File: config.mk
export PLATFORM = sky130hd
export DESIGN_NAME = mem_arbiter_flat
export DESIGN_NICKNAME = d
export VERILOG_FILES = /design/src/rtl/mem_arb_pkg.sv /design/src/rtl/mem_arbiter_if.sv /design/src/rtl/mem_arb_prio.sv /design/src/rtl/mem_arbiter.sv /design/src/flat_wrapper.sv
export SDC_FILE = /design/constraint.sdc
export NUM_CORES = 1
export LEC_CHECK = 0
export ABC_AREA = 1
export CELL_PAD_IN_SITES_DETAIL_PLACEMENT = 0
export CELL_PAD_IN_SITES_GLOBAL_PLACEMENT = 1
export CORE_MARGIN = 2
export CORE_UTILIZATION = 12
export DETAILED_ROUTE_END_ITERATION = 8
export PLACE_DENSITY = 0.79
export SETUP_SLACK_MARGIN = 0.3
export SLEW_MARGIN = 20
export SYNTH_ARGS = -nofsm -noshare
export SYNTH_HDL_FRONTEND = slang
export SYNTH_SLANG_ARGS = --single-unit
File: constraint.sdc
create_clock -name clk -period 1.56 [get_ports clk]
set_input_delay 0.156 -clock clk [delete_from_list [all_inputs] [get_ports clk]]
set_output_delay 0.156 -clock clk [all_outputs]
set_load 0.005 [all_outputs]
File: src/rtl/mem_arb_pkg.sv
// Shared types and size encodings for the instruction/data memory arbiter.
package mem_arb_pkg;

  typedef enum logic {IDLE, WAIT} arb_state_t;
  typedef enum logic {OWN_I, OWN_D} arb_owner_t;

  localparam logic [1:0] SIZE_BYTE = 2'b00;
  localparam logic [1:0] SIZE_HALF = 2'b01;
  localparam logic [1:0] SIZE_WORD = 2'b10;

endpackage

File: src/rtl/mem_arbiter_if.sv
// Fetch, data and memory-side signals of the arbiter; slave = arbiter view, master = core+BRAM view.
interface mem_arbiter_if;

  logic        i_req_i;
  logic [31:0] i_addr_i;
  logic        i_gnt_o;
  logic        i_rvalid_o;
  logic [31:0] i_rdata_o;

  logic        d_req_i;
  logic        d_we_i;
  logic [31:0] d_addr_i;
  logic [31:0] d_wdata_i;
  logic [1:0]  d_size_i;
  logic        d_sign_i;
  logic        d_gnt_o;
  logic        d_rvalid_o;
  logic [31:0] d_rdata_o;

  logic [31:0] mem_addr_o;
  logic [31:0] mem_wdata_o;
  logic        mem_we_o;
  logic        mem_re_o;
  logic [1:0]  mem_size_o;
  logic        mem_sign_o;
  logic [31:0] mem_rdata_i;

  modport slave (
    input  i_req_i, i_addr_i,
    input  d_req_i, d_we_i, d_addr_i, d_wdata_i, d_size_i, d_sign_i,
    input  mem_rdata_i,
    output i_gnt_o, i_rvalid_o, i_rdata_o,
    output d_gnt_o, d_rvalid_o, d_rdata_o,
    output mem_addr_o, mem_wdata_o, mem_we_o, mem_re_o, mem_size_o, mem_sign_o
  );

  modport master (
    output i_req_i, i_addr_i,
    output d_req_i, d_we_i, d_addr_i, d_wdata_i, d_size_i, d_sign_i,
    output mem_rdata_i,
    input  i_gnt_o, i_rvalid_o, i_rdata_o,
    input  d_gnt_o, d_rvalid_o, d_rdata_o,
    input  mem_addr_o, mem_wdata_o, mem_we_o, mem_re_o, mem_size_o, mem_sign_o
  );

endinterface

File: src/rtl/mem_arb_prio.sv
// Winner select between fetch and data, with a data-grant streak limit so fetch is not starved.
module mem_arb_prio
  import mem_arb_pkg::*;
#(
  parameter int MAX_D_STREAK = 4
) (
  input  logic clk,
  input  logic rst_i,
  input  logic issue_en_i,
  input  logic i_req_i,
  input  logic d_req_i,
  output logic i_win_o,
  output logic d_win_o
);

  localparam int SW = $clog2(MAX_D_STREAK + 1);

  logic [SW-1:0] streak_q, streak_d;
  logic          streak_full;

  assign streak_full = (streak_q == SW'(MAX_D_STREAK));
  assign d_win_o     = issue_en_i && d_req_i && !(i_req_i && streak_full);
  assign i_win_o     = issue_en_i && i_req_i && !d_win_o;

  // streak only counts data grants taken while fetch was kept waiting
  always_comb begin
    streak_d = streak_q;
    if (!i_req_i || i_win_o) begin
      streak_d = '0;
    end else if (d_win_o && !streak_full) begin
      streak_d = streak_q + SW'(1);
    end
  end

  always_ff @(posedge clk or posedge rst_i) begin
    if (rst_i) begin
      streak_q <= '0;
    end else begin
      streak_q <= streak_d;
    end
  end

endmodule

File: src/rtl/mem_arbiter.sv
// Shares one single-port synchronous memory between fetch and data ports; one read outstanding
// at a time, returned after a fixed latency.
module mem_arbiter
  import mem_arb_pkg::*;
#(
  parameter int RD_LATENCY   = 1,
  parameter int MAX_D_STREAK = 4
) (
  input  logic          clk,
  input  logic          rst_i,
  mem_arbiter_if.slave  bus
);

  localparam int             CW       = $clog2(RD_LATENCY + 1);
  localparam logic [CW-1:0]  CNT_LOAD = CW'(RD_LATENCY - 1);

  arb_state_t    state_q, state_d;
  arb_owner_t    owner_q, owner_d;
  logic [CW-1:0] cnt_q, cnt_d;
  logic          ret_now, issue_en, i_win, d_win;

  // the return cycle doubles as an issue slot so reads can go back-to-back
  assign ret_now  = (state_q == WAIT) && (cnt_q == '0);
  assign issue_en = !rst_i && ((state_q == IDLE) || ret_now);

  mem_arb_prio #(.MAX_D_STREAK(MAX_D_STREAK)) u_prio (
    .clk        (clk),
    .rst_i      (rst_i),
    .issue_en_i (issue_en),
    .i_req_i    (bus.i_req_i),
    .d_req_i    (bus.d_req_i),
    .i_win_o    (i_win),
    .d_win_o    (d_win)
  );

  always_ff @(posedge clk or posedge rst_i) begin
    if (rst_i) begin
      state_q <= IDLE;
      owner_q <= OWN_I;
      cnt_q   <= '0;
    end else begin
      state_q <= state_d;
      owner_q <= owner_d;
      cnt_q   <= cnt_d;
    end
  end

  always_comb begin
    state_d          = state_q;
    owner_d          = owner_q;
    cnt_d            = cnt_q;
    bus.i_gnt_o      = 1'b0;
    bus.d_gnt_o      = 1'b0;
    bus.mem_addr_o   = '0;
    bus.mem_wdata_o  = '0;
    bus.mem_we_o     = 1'b0;
    bus.mem_re_o     = 1'b0;
    bus.mem_size_o   = '0;
    bus.mem_sign_o   = 1'b0;

    if (state_q == WAIT) begin
      if (cnt_q != '0) begin
        cnt_d = cnt_q - CW'(1);
      end else begin
        state_d = IDLE;
      end
    end

    if (d_win) begin
      bus.d_gnt_o     = 1'b1;
      bus.mem_addr_o  = bus.d_addr_i;
      bus.mem_wdata_o = bus.d_wdata_i;
      bus.mem_size_o  = bus.d_size_i;
      bus.mem_sign_o  = bus.d_sign_i;
      bus.mem_we_o    = bus.d_we_i;
      bus.mem_re_o    = !bus.d_we_i;
      if (!bus.d_we_i) begin
        state_d = WAIT;
        cnt_d   = CNT_LOAD;
        owner_d = OWN_D;
      end
    end else if (i_win) begin
      bus.i_gnt_o    = 1'b1;
      bus.mem_addr_o = bus.i_addr_i;
      bus.mem_size_o = SIZE_WORD;
      bus.mem_re_o   = 1'b1;
      state_d        = WAIT;
      cnt_d          = CNT_LOAD;
      owner_d        = OWN_I;
    end
  end

  assign bus.i_rvalid_o = ret_now && (owner_q == OWN_I);
  assign bus.d_rvalid_o = ret_now && (owner_q == OWN_D);
  assign bus.i_rdata_o  = bus.mem_rdata_i;
  assign bus.d_rdata_o  = bus.mem_rdata_i;

endmodule

File: src/flat_wrapper.sv
// flat-port wrapper written by rule: the top's interface ports become plain ports
module mem_arbiter_flat import mem_arb_pkg::*;
#(
  parameter int RD_LATENCY   = 1,
  parameter int MAX_D_STREAK = 4
)
  (clk, rst_i, bus_i_req_i, bus_i_addr_i, bus_d_req_i, bus_d_we_i, bus_d_addr_i, bus_d_wdata_i, bus_d_size_i, bus_d_sign_i, bus_mem_rdata_i, bus_i_gnt_o, bus_i_rvalid_o, bus_i_rdata_o, bus_d_gnt_o, bus_d_rvalid_o, bus_d_rdata_o, bus_mem_addr_o, bus_mem_wdata_o, bus_mem_we_o, bus_mem_re_o, bus_mem_size_o, bus_mem_sign_o);
  mem_arbiter_if bus_i ();
  input  logic clk;
  input  logic rst_i;
  input wire logic [$bits(bus_i.i_req_i)-1:0] bus_i_req_i;
  input wire logic [$bits(bus_i.i_addr_i)-1:0] bus_i_addr_i;
  input wire logic [$bits(bus_i.d_req_i)-1:0] bus_d_req_i;
  input wire logic [$bits(bus_i.d_we_i)-1:0] bus_d_we_i;
  input wire logic [$bits(bus_i.d_addr_i)-1:0] bus_d_addr_i;
  input wire logic [$bits(bus_i.d_wdata_i)-1:0] bus_d_wdata_i;
  input wire logic [$bits(bus_i.d_size_i)-1:0] bus_d_size_i;
  input wire logic [$bits(bus_i.d_sign_i)-1:0] bus_d_sign_i;
  input wire logic [$bits(bus_i.mem_rdata_i)-1:0] bus_mem_rdata_i;
  output wire logic [$bits(bus_i.i_gnt_o)-1:0] bus_i_gnt_o;
  output wire logic [$bits(bus_i.i_rvalid_o)-1:0] bus_i_rvalid_o;
  output wire logic [$bits(bus_i.i_rdata_o)-1:0] bus_i_rdata_o;
  output wire logic [$bits(bus_i.d_gnt_o)-1:0] bus_d_gnt_o;
  output wire logic [$bits(bus_i.d_rvalid_o)-1:0] bus_d_rvalid_o;
  output wire logic [$bits(bus_i.d_rdata_o)-1:0] bus_d_rdata_o;
  output wire logic [$bits(bus_i.mem_addr_o)-1:0] bus_mem_addr_o;
  output wire logic [$bits(bus_i.mem_wdata_o)-1:0] bus_mem_wdata_o;
  output wire logic [$bits(bus_i.mem_we_o)-1:0] bus_mem_we_o;
  output wire logic [$bits(bus_i.mem_re_o)-1:0] bus_mem_re_o;
  output wire logic [$bits(bus_i.mem_size_o)-1:0] bus_mem_size_o;
  output wire logic [$bits(bus_i.mem_sign_o)-1:0] bus_mem_sign_o;
  assign bus_i.i_req_i = bus_i_req_i;
  assign bus_i.i_addr_i = bus_i_addr_i;
  assign bus_i.d_req_i = bus_d_req_i;
  assign bus_i.d_we_i = bus_d_we_i;
  assign bus_i.d_addr_i = bus_d_addr_i;
  assign bus_i.d_wdata_i = bus_d_wdata_i;
  assign bus_i.d_size_i = bus_d_size_i;
  assign bus_i.d_sign_i = bus_d_sign_i;
  assign bus_i.mem_rdata_i = bus_mem_rdata_i;
  assign bus_i_gnt_o = bus_i.i_gnt_o;
  assign bus_i_rvalid_o = bus_i.i_rvalid_o;
  assign bus_i_rdata_o = bus_i.i_rdata_o;
  assign bus_d_gnt_o = bus_i.d_gnt_o;
  assign bus_d_rvalid_o = bus_i.d_rvalid_o;
  assign bus_d_rdata_o = bus_i.d_rdata_o;
  assign bus_mem_addr_o = bus_i.mem_addr_o;
  assign bus_mem_wdata_o = bus_i.mem_wdata_o;
  assign bus_mem_we_o = bus_i.mem_we_o;
  assign bus_mem_re_o = bus_i.mem_re_o;
  assign bus_mem_size_o = bus_i.mem_size_o;
  assign bus_mem_sign_o = bus_i.mem_sign_o;
  mem_arbiter #(.RD_LATENCY(RD_LATENCY), .MAX_D_STREAK(MAX_D_STREAK)) u_core (.clk(clk), .rst_i(rst_i), .bus(bus_i));
endmodule
# Yosys cells after proc, flatten, opt, wreduce, memory -nomap -nowiden
# Index checks and enable logic that the tools add are counted.
dict set report op_classes {
  n_addsub 2
  mul 0
  div_mod_pow 0
  magnitude_cmp 0
  eq_ne 2
  shifts 0
  n_mux 26
  n_bitwise 3
  n_reduce_logical 21
}
# cell n
set ops {}
lappend ops {{32-bit two-way mux} 3}
lappend ops {{1-bit two-way mux} 19}
lappend ops {{1-bit logical AND} 10}
lappend ops {{1-bit logical NOT} 6}
lappend ops {{3-bit two-way mux} 2}
lappend ops {{2-bit two-way mux} 2}
lappend ops {{2-bit nonzero test} 2}
lappend ops {{3-bit by 1-bit adder with 3-bit output (second input constant)} 1}
lappend ops {{3-bit equality test (second input constant)} 1}
lappend ops {{1-bit inverter} 3}
lappend ops {{1-bit logical OR} 2}
lappend ops {{2-bit inequality test (second input constant)} 1}
lappend ops {{2-bit AND reduction} 1}
lappend ops {{1-bit subtractor (second input constant)} 1}
dict set report totals {
  reg_bits 6
  latchBits 0
  mem_bits_rw 0
  rom_bits 0
  inputBits 136
  output_inout_bits 137
  elab_cells 58
  mem_count 0
}

# Depth between registers and ports, before layout
# Gate-level depths: netlist of the first run.
dict set report depth {
  depth_word 10
  mapped_depth 9
  mapped_depth_nobuf 8
}

# Hierarchy
# Synthesis of the first run repeated with hierarchy kept, for this count alone.
dict set report unflattened {
  hier_cells 296
  hier_area_um2 1584.0
}
# mod instances cells_each area_per_inst_um2 seq_area_each_um2
set modules_own_cells {}
lappend modules_own_cells {mem_arbiter 1 264 1372.6 75.1}
lappend modules_own_cells {mem_arb_prio 1 32 211.5 75.1}

# Least setup slack after synthesis of the first run
# Ideal clock, no wire load.
dict set report synth_timing {
  path_type {register to output}
  from {register u_core.u_prio.streak_q[0]}
  to {output port bus_mem_addr_o[10]}
  arrival_time_ps 1243
  t_required_ps 1404
  path_slack_ps 161
  stages_incl_launch_ff 9
  path_buffers 1
  path_cell_list {dfrtp_1 inv_1 ha_1 nand3_2 inv_2 nor2_8 buf_2 nand2_1 nand2_1}
}
dict set report synth_via {
  elab_chain_cells 8
}
# item line
set synth_rtl {}
lappend synth_rtl {{start, declared} mem_arb_prio.sv:18} ;# logic [SW-1:0] streak_q, streak_d;
lappend synth_rtl {{start signal, assigned} mem_arb_prio.sv:39} ;# streak_q <= streak_d;
lappend synth_rtl {{3-bit equality test *} mem_arb_prio.sv:21} ;# assign streak_full = (streak_q == SW'(MAX_D_STREAK));
lappend synth_rtl {{1-bit logical AND *} mem_arb_prio.sv:22} ;# assign d_win_o = issue_en_i && d_req_i && !(i_req_i && streak_full);
lappend synth_rtl {{1-bit logical NOT *} mem_arb_prio.sv:22}
lappend synth_rtl {{1-bit logical AND *} mem_arb_prio.sv:22}
lappend synth_rtl {{1-bit logical NOT} mem_arb_prio.sv:23} ;# assign i_win_o = issue_en_i && i_req_i && !d_win_o;
lappend synth_rtl {{1-bit logical AND} mem_arb_prio.sv:23}
lappend synth_rtl {{32-bit two-way mux} mem_arbiter.sv:82} ;# end else if (i_win) begin
lappend synth_rtl {{32-bit two-way mux *} mem_arbiter.sv:69} ;# if (d_win) begin
lappend synth_rtl {{end, declared} flat_wrapper.sv:26} ;# output wire logic [$bits(bus_i.mem_addr_o)-1:0] bus_mem_addr_o;
# Mark *: on every way between the ends. The rest lies on a longest branch, timed or not.

# Worst setup path in the final report of the first run
dict set report layout_timing {
  from {register u_core.u_prio.streak_q[0]}
  to {output port bus_mem_addr_o[0]}
}
# The elaborated chain is that of the path after synthesis.

==> results of run 1 <==
## cell type report
class,instances,area share
Timing Repair Buffer,232,0.542
Multi-Input combinational cell,164,0.285
Tap cell,180,0.0535
Inverter,44,0.0455
Sequential cell,6,0.0357
Timing Repair inverter,6,0.0208
Clock buffer,3,0.0178
## state kept, by name, indices dropped and copies added (netlist names)
signal,cells
u_core.owner_q,1
u_core.cnt_q,1
u_core.state_q,1
u_core.u_prio.streak_q,3
## worst reg2reg max path: stages (launching register included)
cell	delay, ns
dfrtp_1	0.35
inv_2	0.06
ha_4	0.17
nand3_4	0.10
nand2_4	0.06
nand3_4	0.09
inv_8	0.05
buf_6	0.11
buf_8	0.12
buf_12	0.12
buf_6	0.11
buf_6	0.10
buf_6	0.10
a21oi_2	0.09
## synth_stat cells
| cell type | number | area, um^2 |
|---|---|---|
| buf_6 | 3 | 33.8 |
| buf_2 | 2 | 10.0 |
| buf_12 | 3 | 60.1 |
| nor2_8 | 1 | 20.0 |
| nand2_1 | 81 | 304 |
| nand3_1 | 4 | 20.0 |
| a21oi_2 | 1 | 8.76 |
| nand3_4 | 1 | 17.5 |
| buf_4 | 65 | 488 |
| ha_1 | 2 | 25.0 |
| nand3_2 | 2 | 20.0 |
| nand2_2 | 30 | 188 |
| inv_1 | 41 | 154 |
| inv_4 | 1 | 6.26 |
| xor2_1 | 1 | 8.76 |
| dfrtp_1 | 6 | 150 |
| a21oi_1 | 2 | 10.0 |
| inv_6 | 1 | 8.76 |
| nor3_1 | 3 | 15.0 |
| inv_2 | 1 | 3.75 |
| nor2_1 | 36 | 135 |
## worst paths after layout
| path | from | end | slack, ns | cells past startpoint |
|---|---|---|---|---|
| setup / recovery | u_core.u_prio.streak_q[0]$_DFFE_PP0P_ | bus_mem_addr_o[0] | -0.33 | 12 |
| hold reg to reg | u_core.owner_q$_DFFE_PP0P_ | u_core.owner_q$_DFFE_PP0P_ | 0.62 | 2 |
| setup reg to reg | u_core.u_prio.streak_q[0]$_DFFE_PP0P_ | u_core.owner_q$_DFFE_PP0P_ | -0.15 | 13 |
| min in group clk | bus_mem_rdata_i[14] | bus_d_rdata_o[14] | 0.31 | 0 |
| max in group asynchronous | rst_i | u_core.cnt_q$_DFF_PP0_ | 1.14 | 3 |
| hold / removal | rst_i | u_core.u_prio.streak_q[1]$_DFFE_PP0P_ | 0.30 | 3 |
## power breakdown
part | internal [mW] | switching (mW)
sequential | 0.165 | 0.00836
combinational | 0.568 | 0.375
clock | 0.328 | 0.0765
## stage by stage
stage          area [um^2]   util  setup TNS [ns]
3_5_place_dp          3310  0.240          -33.28
4_1_cts               3960  0.286          -18.84
6_report              4210  0.305          -19.17
5_1_grt               4210  0.305          -26.25
2_1_floorplan         1780      -               0
3_3_place_gp          3310  0.240          -31.11
## kinds of logic (layout without fill, tap and decap cells)
kind of cell / after synthesis / in the layout / share of synthesized area
AOI/OAI and AO/OA: 3 / 3 / 0.0111
xor gates and xnor gates: 1 / 1 / 0.00519
DFF: 6 / 6 / 0.0890
and+or+nand+nor: 158 / 158 / 0.427
buffers and inverters: 117 / 285 / 0.453
adders and majority gates: 2 / 2 / 0.0148
## routing by layer
metal / global-route usage / up-vias / wire (um)
met2: 0.191 / 116 / 4600
met3: 0.0358 / 13 / 803
met1: 0.124 / 1016 / 3140
met4: 0.0165 / 0 / 61
met5: 0 / - / 0
li1: - / 1106 / -
## repair_timing
| action | CTS | global route |
|---|---|---|
| setup buffers | 29 | 4 |
| endpoints found under the setup margin | 79 | 79 |
| gates resized for setup | 394 | 50 |
| pin swaps | 25 | 7 |
| gates cloned | 12 | 0 |
==> impl_metrics.yaml, run 1 <==
synth:
  synth.net_count: 425
  netlist_instances: 287
  synth_area_um2: 1690
  avgSynthCellArea_um2: 5.88
  yosysWarningCount: 0
  ys_seq_area_frac: 0.0890
  synth_seq_cells: 6
  synth_cell_type_count: 21
pwr:
  max-vdd-ir-drop_mv: 0.332
  power_density_nw_per_um2: 361
  power_leakage_nw: 2.14
  p_total_mw: 1.52
drt:
  dr.pass1.iters: 4
  vias: 2251
  routed_wl_mm: 8.60
  drtIter0Drc: 24
  antenna_left: 0
  avgViaCountPerCell: 3.54
  wire_per_inst_um: 13.5
  drc_errors: 0
status:
  violations: "setup timing"
  status: "finished with violations"
final_layout:
  area_growth_pct: 150
  diodes: 0
  drive_above_1_share: 0.567
  final_cell_mix: "clkdlybuf4s50_1 (103), buf_2 (64), nand2_2 (51), nand2_1 (46), inv_1 (38)"
  final_common_cell: "clkdlybuf4s50_1"
  n_fill_cell: 1471
  final_net_count: 595
  layout.cells.non_filler: 635
  register_area_um2: 150
  multiInputGateArea_um2: 1200
setup_path:
  crit_family: "buffers and inverters"
  cp.required_ns: 1.40
  slowest_stage: "dfrtp_1"
  worst_ep_arrival_time_ns: 1.74
  path_class: "flop to output port"
  path_cells: "inv_2, ha_4, nand3_4, nand2_4, nand3_4, inv_8, buf_6, buf_12, buf_16, nand2_2, nand2_1, buf_2"
  critPathMaxStageDelay_ns: 0.38
  path_buf_inv: 6
  setup.worst_path.start_class: "flop"
  end_kind: "output port"
  path_max_fanout: 6
  cp_common_cell: "nand3_4"
timing:
  tightest_slew_ns: 0.421
  grt_setup_unrepaired: "yes"
  timing.slew.headroom: 0.717
  drv_slew: 0
  whs_ns: 0.304
  finalSetupViolations: 75
  finalCritPeriodShare: 1.21
  finalHoldViolations: 0
  fmax_mhz: 528
  clock_skew_ns: 0.00134
  worst_slack_ns: -0.335
  post-route-min-period_ns: 1.89
job:
  drv_cap: 0
floorplanning:
  die_w_um: 123
  core_um2: 13800
  start_util: 0.122
  ios: 273
  rows: 43
  die_h_um: 123
  fp.dieArea_um2: 15000
cts:
  cts_sinks: 6
  cts_max_path_buffers: 2
  clkLatencyLatePin_ns: 0.22
  root_buffer: "clkbuf_16"
  clkTransAtPathRegs_ns: 0.03
  holdBufCountCts: 0
  cts_tree: "built"
  htreeDepth: 1
  cts_made_buffers: 3
global_routing:
  antenna_found_initial: 0
  grt_usage: 0.106
  grt_pass1_vias: 2385
  grt_max_degree: 9
  overflow: 0
  grt_pass1_wl_mm: 12.4
placement:
  dp_hpwl_mm: 5.56
  place_ws_ns: -0.501
  numPlacedInstances: 587
  io_buffers: 176
  gp_congestion: 0.694
min_path:
  hold_path.class: "primary input to asynchronous set/reset pin"
(Power assumes the default switching activity.)
==> inputs of run 2 (changes only) <==
ABC_CLOCK_PERIOD_IN_PS = 1560   (was default)
CTS_CLUSTER_DIAMETER = 50   (was default)
==> results of run 2 <==
Final layout, timing and power as in run 1 (identical DEF).
